[src/rtl/tdm_pkg.sv]
// tdm_pkg: shared definitions for the TDM channel scheduler.
//   - tdm_state_e : scheduler FSM states (IDLE, GRANT)
//   - NCH, SELW   : channel count and select width
//   - rr_pick()   : round-robin winner select; scans upward from ptr with wrap
// Build option: TDM_ROUND_ROBIN_EN (see tdm_chan_sched.sv).
package tdm_pkg;

  localparam int NCH  = 4;
  localparam int SELW = 2;

  typedef enum logic {
    ST_IDLE  = 1'b0,
    ST_GRANT = 1'b1
  } tdm_state_e;

  // First set request at or above ptr wins, wrapping naturally in SELW bits.
  // Returns 0 when no request is set; callers only use it with req != 0.
  function automatic logic [SELW-1:0] rr_pick(input logic [NCH-1:0]  req,
                                              input logic [SELW-1:0] ptr);
    logic [SELW-1:0] idx;
    logic [SELW-1:0] win;
    logic            found;
    win   = '0;
    found = 1'b0;
    for (int k = 0; k < NCH; k++) begin
      idx = ptr + SELW'(k);
      if (!found && req[idx]) begin
        win   = idx;
        found = 1'b1;
      end
    end
    return win;
  endfunction

endpackage

[src/rtl/tdm_rr_arb.sv]
// tdm_rr_arb: purely combinational winner select for the TDM scheduler.
// Ports:
//   i_req    [NCH-1:0]  channel requests
//   i_ptr    [SELW-1:0] round-robin start point (only with TDM_ROUND_ROBIN_EN)
//   o_winner [SELW-1:0] selected channel
// Build option: TDM_ROUND_ROBIN_EN defined -> round-robin from i_ptr;
// undefined -> fixed priority, lowest index wins, no pointer input.
module tdm_rr_arb
  import tdm_pkg::*;
(
  input  logic [NCH-1:0]  i_req,
`ifdef TDM_ROUND_ROBIN_EN
  input  logic [SELW-1:0] i_ptr,
`endif
  output logic [SELW-1:0] o_winner
);

`ifdef TDM_ROUND_ROBIN_EN
  assign o_winner = rr_pick(i_req, i_ptr);
`else
  // A scan starting at channel 0 is exactly lowest-index-first priority.
  assign o_winner = rr_pick(i_req, '0);
`endif

endmodule

[src/rtl/tdm_chan_sched.sv]
// tdm_chan_sched: round-robin time-division scheduler driving the shared
// select of a 4:1 byte mux / 1:4 demux pair, with burst hold and a
// valid/ready handshake towards the consumer of the mux output.
// Ports:
//   clk        clock, rising edge
//   rst        synchronous active-high reset (highest priority)
//   req[3:0]   per-channel "byte valid on mux input i"
//   s[1:0]     registered select to mux and demux
//   y_valid    mux output carries a valid beat (combinational)
//   y_ready    consumer accepts the beat
//   ack[3:0]   one-hot: channel's beat consumed this cycle (combinational)
//   busy       registered: a grant is active
//   dbg_state  current FSM state, for observation
// Handshake: a beat transfers in a cycle where y_valid && y_ready. y_valid
// follows req[s] during GRANT; while y_ready is low everything holds.
// Build option: TDM_ROUND_ROBIN_EN selects round-robin arbitration; without
// it arbitration is fixed priority and the pointer register is not built.
module tdm_chan_sched
  import tdm_pkg::*;
#(
  parameter int BURST_LEN = 4,
  parameter int CW        = $clog2(BURST_LEN + 1)
) (
  input  logic              clk,
  input  logic              rst,
  input  logic [NCH-1:0]    req,
  output logic [SELW-1:0]   s,
  output logic              y_valid,
  input  logic              y_ready,
  output logic [NCH-1:0]    ack,
  output logic              busy,
  output tdm_state_e        dbg_state
);

  tdm_state_e      r_state;
  logic [SELW-1:0] r_s;
  logic            r_busy;
  logic [CW-1:0]   r_cnt;
  logic [SELW-1:0] w_winner;
  logic            w_fire;
  logic            w_last;

`ifdef TDM_ROUND_ROBIN_EN
  logic [SELW-1:0] r_ptr;
`endif

  tdm_rr_arb u_arb (
    .i_req    (req),
`ifdef TDM_ROUND_ROBIN_EN
    .i_ptr    (r_ptr),
`endif
    .o_winner (w_winner)
  );

  assign y_valid   = (r_state == ST_GRANT) && req[r_s];
  assign w_fire    = y_valid && y_ready;
  // Count holds beats already taken; this beat completes the burst.
  assign w_last    = (r_cnt == CW'(BURST_LEN - 1));
  assign s         = r_s;
  assign busy      = r_busy;
  assign dbg_state = r_state;

  // A beat coinciding with reset is dropped, so it must not be acknowledged.
  always_comb begin
    ack = '0;
    if (w_fire && !rst) ack[r_s] = 1'b1;
  end

  always_ff @(posedge clk) begin
    if (rst) begin
      r_state <= ST_IDLE;
      r_s     <= '0;
      r_busy  <= 1'b0;
      r_cnt   <= '0;
`ifdef TDM_ROUND_ROBIN_EN
      r_ptr   <= '0;
`endif
    end else begin
      case (r_state)
        ST_IDLE: begin
          if (|req) begin
            r_s     <= w_winner;
            r_cnt   <= '0;
            r_busy  <= 1'b1;
            r_state <= ST_GRANT;
          end
        end
        ST_GRANT: begin
          // Withdrawal forfeits the remainder of the burst.
          if (!req[r_s] || (w_fire && w_last)) begin
            r_state <= ST_IDLE;
            r_busy  <= 1'b0;
`ifdef TDM_ROUND_ROBIN_EN
            r_ptr   <= r_s + SELW'(1);
`endif
          end else if (w_fire) begin
            r_cnt <= r_cnt + CW'(1);
          end
        end
      endcase
    end
  end

endmodule

[config.mk]
export PLATFORM = sky130hd
export DESIGN_NAME = tdm_chan_sched
export DESIGN_NICKNAME = d
export VERILOG_FILES = /design/src/rtl/tdm_pkg.sv /design/src/rtl/tdm_rr_arb.sv /design/src/rtl/tdm_chan_sched.sv
export SDC_FILE = /design/constraint.sdc
export NUM_CORES = 1
export LEC_CHECK = 0
export BUFFER_PORTS_ARGS = -buffer_cell sky130_fd_sc_hd__buf_2
export CAP_MARGIN = 10
export CORE_MARGIN = 4
export CORE_UTILIZATION = 35
export CTS_CLUSTER_DIAMETER = 150
export DETAILED_ROUTE_END_ITERATION = 8
export GPL_ROUTABILITY_DRIVEN = 0
export HOLD_SLACK_MARGIN = 0.05
export SLEW_MARGIN = 10
export SYNTH_ARGS = -nofsm -noshare
export SYNTH_HDL_FRONTEND = slang
export SYNTH_HIERARCHICAL = 1
export SYNTH_SLANG_ARGS = --single-unit
[constraint.sdc]
create_clock -name clk -period 4.8 [get_ports clk]
set_clock_uncertainty 0.2 [all_clocks]
set_input_delay 0.72 -clock clk [delete_from_list [all_inputs] [get_ports clk]]
set_output_delay 0.72 -clock clk [all_outputs]
set_load 0.005 [all_outputs]
; After elaboration in Yosys (flattened, before gate mapping)
; Cells that the tools add are included.
[classes]
reduce_logical = 18
add_sub_neg = 1
bitwise = 1
eq_ne = 5
n_mux = 21
magnitude_cmp = 2
[ops]
columns = cell, count
row1 = 1-bit 2-to-1 mux, 10
row2 = 3-bit 2-to-1 mux, 3
row3 = 1-bit logical AND, 8
row4 = 3-bit case mux with 2 select lines, 1
row5 = 1-bit logical NOT, 5
row6 = 2-bit 2-to-1 mux, 2
row7 = 4-bit 2-to-1 mux, 1
row8 = "2-bit by 1-bit inequality test with 1-bit output, second input constant", 2
row9 = "2-bit inequality test, second input constant", 2
row10 = 1-bit case mux with 2 select lines, 2
row11 = 2-bit AND reduction, 2
row12 = 4-bit OR reduction, 1
row13 = "3-bit by 1-bit adder with 3-bit output, second input constant", 1
row14 = "3-bit by 2-bit equality test with 1-bit output, second input constant", 1
row15 = "2-bit by 3-bit < comparator with 1-bit output, second input constant", 1
row16 = 3-bit AND reduction, 1
row17 = 1-bit binary-select mux with 2-bit select, 1
row18 = 1-bit demux with 2-bit select, 1
row19 = "2-bit by 1-bit greater-or-equal comparator with 1-bit output, second input constant", 1
row20 = 1-bit logical OR, 1
row21 = 1-bit inverter, 1
[totals]
reg_bits = 7
out_inout_bits = 9

; Logic depth before layout (Yosys ltp)
[depth]
word_depth = 10
ltp_mapped = 5
ltp_nobuf = 5

; Modules after synthesis
; The synthesis kept the hierarchy.
[modules_own_cells]
columns = mod, cells_per_inst, instances, area_per_inst_um2
row1 = tdm_chan_sched, 49, 1, 430.4
row2 = tdm_rr_arb, 5, 1, 27.5

; Worst setup path before layout
; Ideal clock, no wire load.
[synth_path]
path_type = input-to-output
from = input port req[3]
to = output port y_valid
stages = 2
required_time_ns = 3.880
slack_ns = 2.462
arrival_time_ns = 1.418
path_cell_list = mux4_2 -> and2_1
[synth_between]
elab_chain_len = 3
[synth_rtl]
columns = item, line_no
row1 = from (decl), tdm_chan_sched.sv:26  ; input logic [NCH-1:0] req,
row2 = 1-bit binary-select mux with 2-bit select, tdm_chan_sched.sv:55  ; assign y_valid = (r_state == ST_GRANT) && req[r_s];
row3 = 1-bit 2-to-1 mux (not written as such), tdm_chan_sched.sv:55
row4 = 1-bit logical AND, tdm_chan_sched.sv:55
row5 = to (decl), tdm_chan_sched.sv:28  ; output logic y_valid,
; Every way passes these cells. The select of a mux whose other input is x is not followed.

; Worst setup path in the final report
; Ends and elaborated chain as after synthesis.

==> results.md <==
* CP max FO at 7
* Starting density of the core at 39.1%
* Post-cts resize count at 0
* RSZ-0062 raised after global routing: no
* CTS root buffer: clkbuf_4
* Syn_nets at 63
* Status: complete, no violations
* Area of the multi-input gates at 285 µm²
* Worst slew margin at 79.9%
* Register Area at approximately 140 µm²
* Post-CTS Setup Repair Bufs at 0
* DRT iter0 DRCs at 4
* First-pass GRT wire length at 1.79 mm
* Data required time at the worst endpoint at 3.88 ns
* GR Util All Layers at 12.7%
* DR vias at 461
* Area growth syn-to-layout at 22.4%
* Die X at 44.2 µm
* Clk sinks at 7
* Crit-path cells: buf_2 -> mux4_2 -> and2_1 -> buf_2
* F_max at 0.382 GHz
* Power Density at between 200 and 300 nW/µm²
* Reg2reg setup slack at 3.00 ns
* Drt first pass iters at 3
* Pre-CTS setup slack at approximately 2.2 ns
* Initial antenna violation count at 0
* DRC Markers at 0
* Number of global-route vias before repair at about 400
* I/O pins at 16
* Final Hold Vio Count at 0
* Post-DP HPWL at 812 µm
* # hold bufs at CTS at 0
* Commonest non-fill, non-tap cell in the layout: buf_2
* #FFs+latches synth at 7
* Reg2reg start: s[0]$_SDFFE_PP0P_
* CTS Buffer Depth at 2
* GR Overflow Total at 0
* Largest net degree at the start of global routing at 11
* CTS tree: yes
* Tightest Pin Transition at 0.299 ns
* CP bufs+invs at 2
* Setup ws final at about 2.2 ns
* Register area share after synthesis at 30.6%
* Clock-pin transition on the worst setup and hold timing paths at 0.05 ns
* Antenna diodes at 0
* Mapped cell area at 458 µm²
* H-tree depth at 1
* Nets at 81
* Routed len/inst at ~13 µm
* Die area at 1950 µm²
* Worst Path Arrival at between 1.5 and 2 ns
* Most numerous cell on the critical path: buf_2
* Slowest CP cell: mux4_2
* Max-Cap Viols at 0
* Avg Cell Area, Syn at 8.48 µm²
* Setup crit start kind: input pin
* Vias per inst at 5.42
* Total power at approximately 0.14 mW
* Netlist cell types at 29
* Yosys warning count at 6
* Layout cells sized above 1 at 32.4%
* Fin crit share at 54.6%
* IO Port Bufs at 15
* Worst r2r path cells at 3
* Core area at 1170 µm²
* # setup viols final at 0
* IR Drop Worst-Case VDD at 0.123 mV
* CP endpoint: y_valid
* Critical path launch point: req[3]
* # rows at 12
* Die Span Y at between 40 and 50 µm
* Antenna viol nets, final at 0
* Number of CTS-inserted buffers at 3
* Top delay family on crit path: multiplexers
* Clock Latency Late Sink at 0.25 ns
* Critical path class: in2out
* Slew Limit Fails at 0
* Leakage power total at around 0.26 nW
* FILL cells at 121
* CP max stage delay at 0.54 ns
* Routed wire length at 1.10 mm
* Final min period at 2.62 ns
* Final setup TNS at 0 ns
* Critical path endpoint category: output pin
* Reg2Reg Capture Point: r_cnt[2]$_SDFFE_PP0P_
* Critical Path Stages at 4
* Most frequent cells in the layout: buf_2, dfxtp_1, a21oi_1
* Syn Inst Count at 54
* Worst Hold Class: reg2reg
-- cells by family (layout without fill, tap and decap cells) --
group,count (synthesis),count (layout),synth area share [%]
compound gates,12,12,17.2
fa+ha+maj,2,2,5.46
buf+inv,6,23,7.10
flops,7,7,30.6
mux,2,2,7.38
simple gates,25,25,32.2
-- power breakdown --
group          internal [mW]  total (mW)  switching, mW
Sequential            0.0612      0.0648        0.00355
Combinational         0.0107      0.0246         0.0139
Clock                 0.0318      0.0543         0.0225
Total                  0.104       0.144         0.0400
-- metal layers --
layer  global-route usage [%]  vias up  share of wire (%)
met1                     16.2      210                 51
li1                         -      234                  -
met5                        0        -                  0
met2                     16.6       13                 40
met3                     4.47        4                6.3
met4                     10.8        0                2.3
-- how the worst min path moves through the flow --
stage                     slack, ns         startpoint                 to  depth (start not counted)
after floorplan                0.30  busy$_SDFFE_PP0P_  busy$_SDFFE_PP0P_                          2
after detailed placement       0.30  busy$_SDFFE_PP0P_  busy$_SDFFE_PP0P_                          2
after global placement         0.30  busy$_SDFFE_PP0P_  busy$_SDFFE_PP0P_                          2
final                          0.31  busy$_SDFFE_PP0P_  busy$_SDFFE_PP0P_                          2
after global routing           0.36  busy$_SDFFE_PP0P_  busy$_SDFFE_PP0P_                          2
after CTS                      0.31  busy$_SDFFE_PP0P_  busy$_SDFFE_PP0P_                          2
-- stage by stage --
step	utilization [%]	hold slack (ns)	std cells	cell area (µm²)
floorplan	-	0.299	54	458
global placement	45.6	0.297	81	534
detailed placement	45.6	0.296	81	534
CTS	47.9	0.307	85	561
global route	47.9	0.361	85	561
finish	47.9	0.305	85	561
-- state kept, by name, indices dropped and copies added, names as in the netlist --
| signal | flops |
|---|---|
| s | 2 |
| dbg_state | 1 |
| r_cnt | 3 |
| busy | 1 |
-- tightest hold or removal path: cells and delay by family, from the launching register on --
family          cells  cell delay (ns)
simple gates        1             0.05
flops               1             0.30
compound gates      1             0.11
-- cell type report --
cell class                      instances  share of cell area [%]
Multi-Input combinational cell         41                    50.9
Tap cell                               14                    3.12
Inverter                                4                    2.90
Timing Repair Buffer                   15                    13.4
Sequential cell                         7                    25.0
Clock buffer                            4                    4.69
-- synth_stat cells --
| master | n | share of area (%) |
|---|---|---|
| nor3_1 | 2 | 2.2 |
| buf_2 | 1 | 1.1 |
| a21oi_2 | 2 | 3.8 |
| buf_6 | 1 | 2.5 |
| nor2_1 | 4 | 3.3 |
| a21oi_1 | 5 | 5.5 |
| ha_1 | 2 | 5.5 |
| and2_1 | 1 | 1.4 |
| and3_1 | 1 | 1.4 |
| mux4_2 | 1 | 4.9 |
| nor4bb_1 | 1 | 2.2 |
| nor4_1 | 1 | 1.4 |
| inv_1 | 3 | 2.5 |
| nand2_1 | 4 | 3.3 |
| mux2_1 | 1 | 2.5 |
| o21ai_0 | 2 | 2.2 |
| nor2b_1 | 1 | 1.4 |
| a211oi_1 | 1 | 1.6 |
| nand2b_1 | 1 | 1.4 |
| dfxtp_1 | 7 | 31 |
| and3b_1 | 1 | 1.9 |
| and4b_1 | 1 | 2.2 |
| and4_1 | 1 | 1.9 |
| a221o_1 | 1 | 2.2 |
| a31o_1 | 1 | 1.9 |
| nand3_1 | 4 | 4.4 |
| clkinvlp_2 | 1 | 1.1 |
| or4_1 | 1 | 1.6 |
| and4b_2 | 1 | 2.5 |
(Power assumes the default switching activity.)
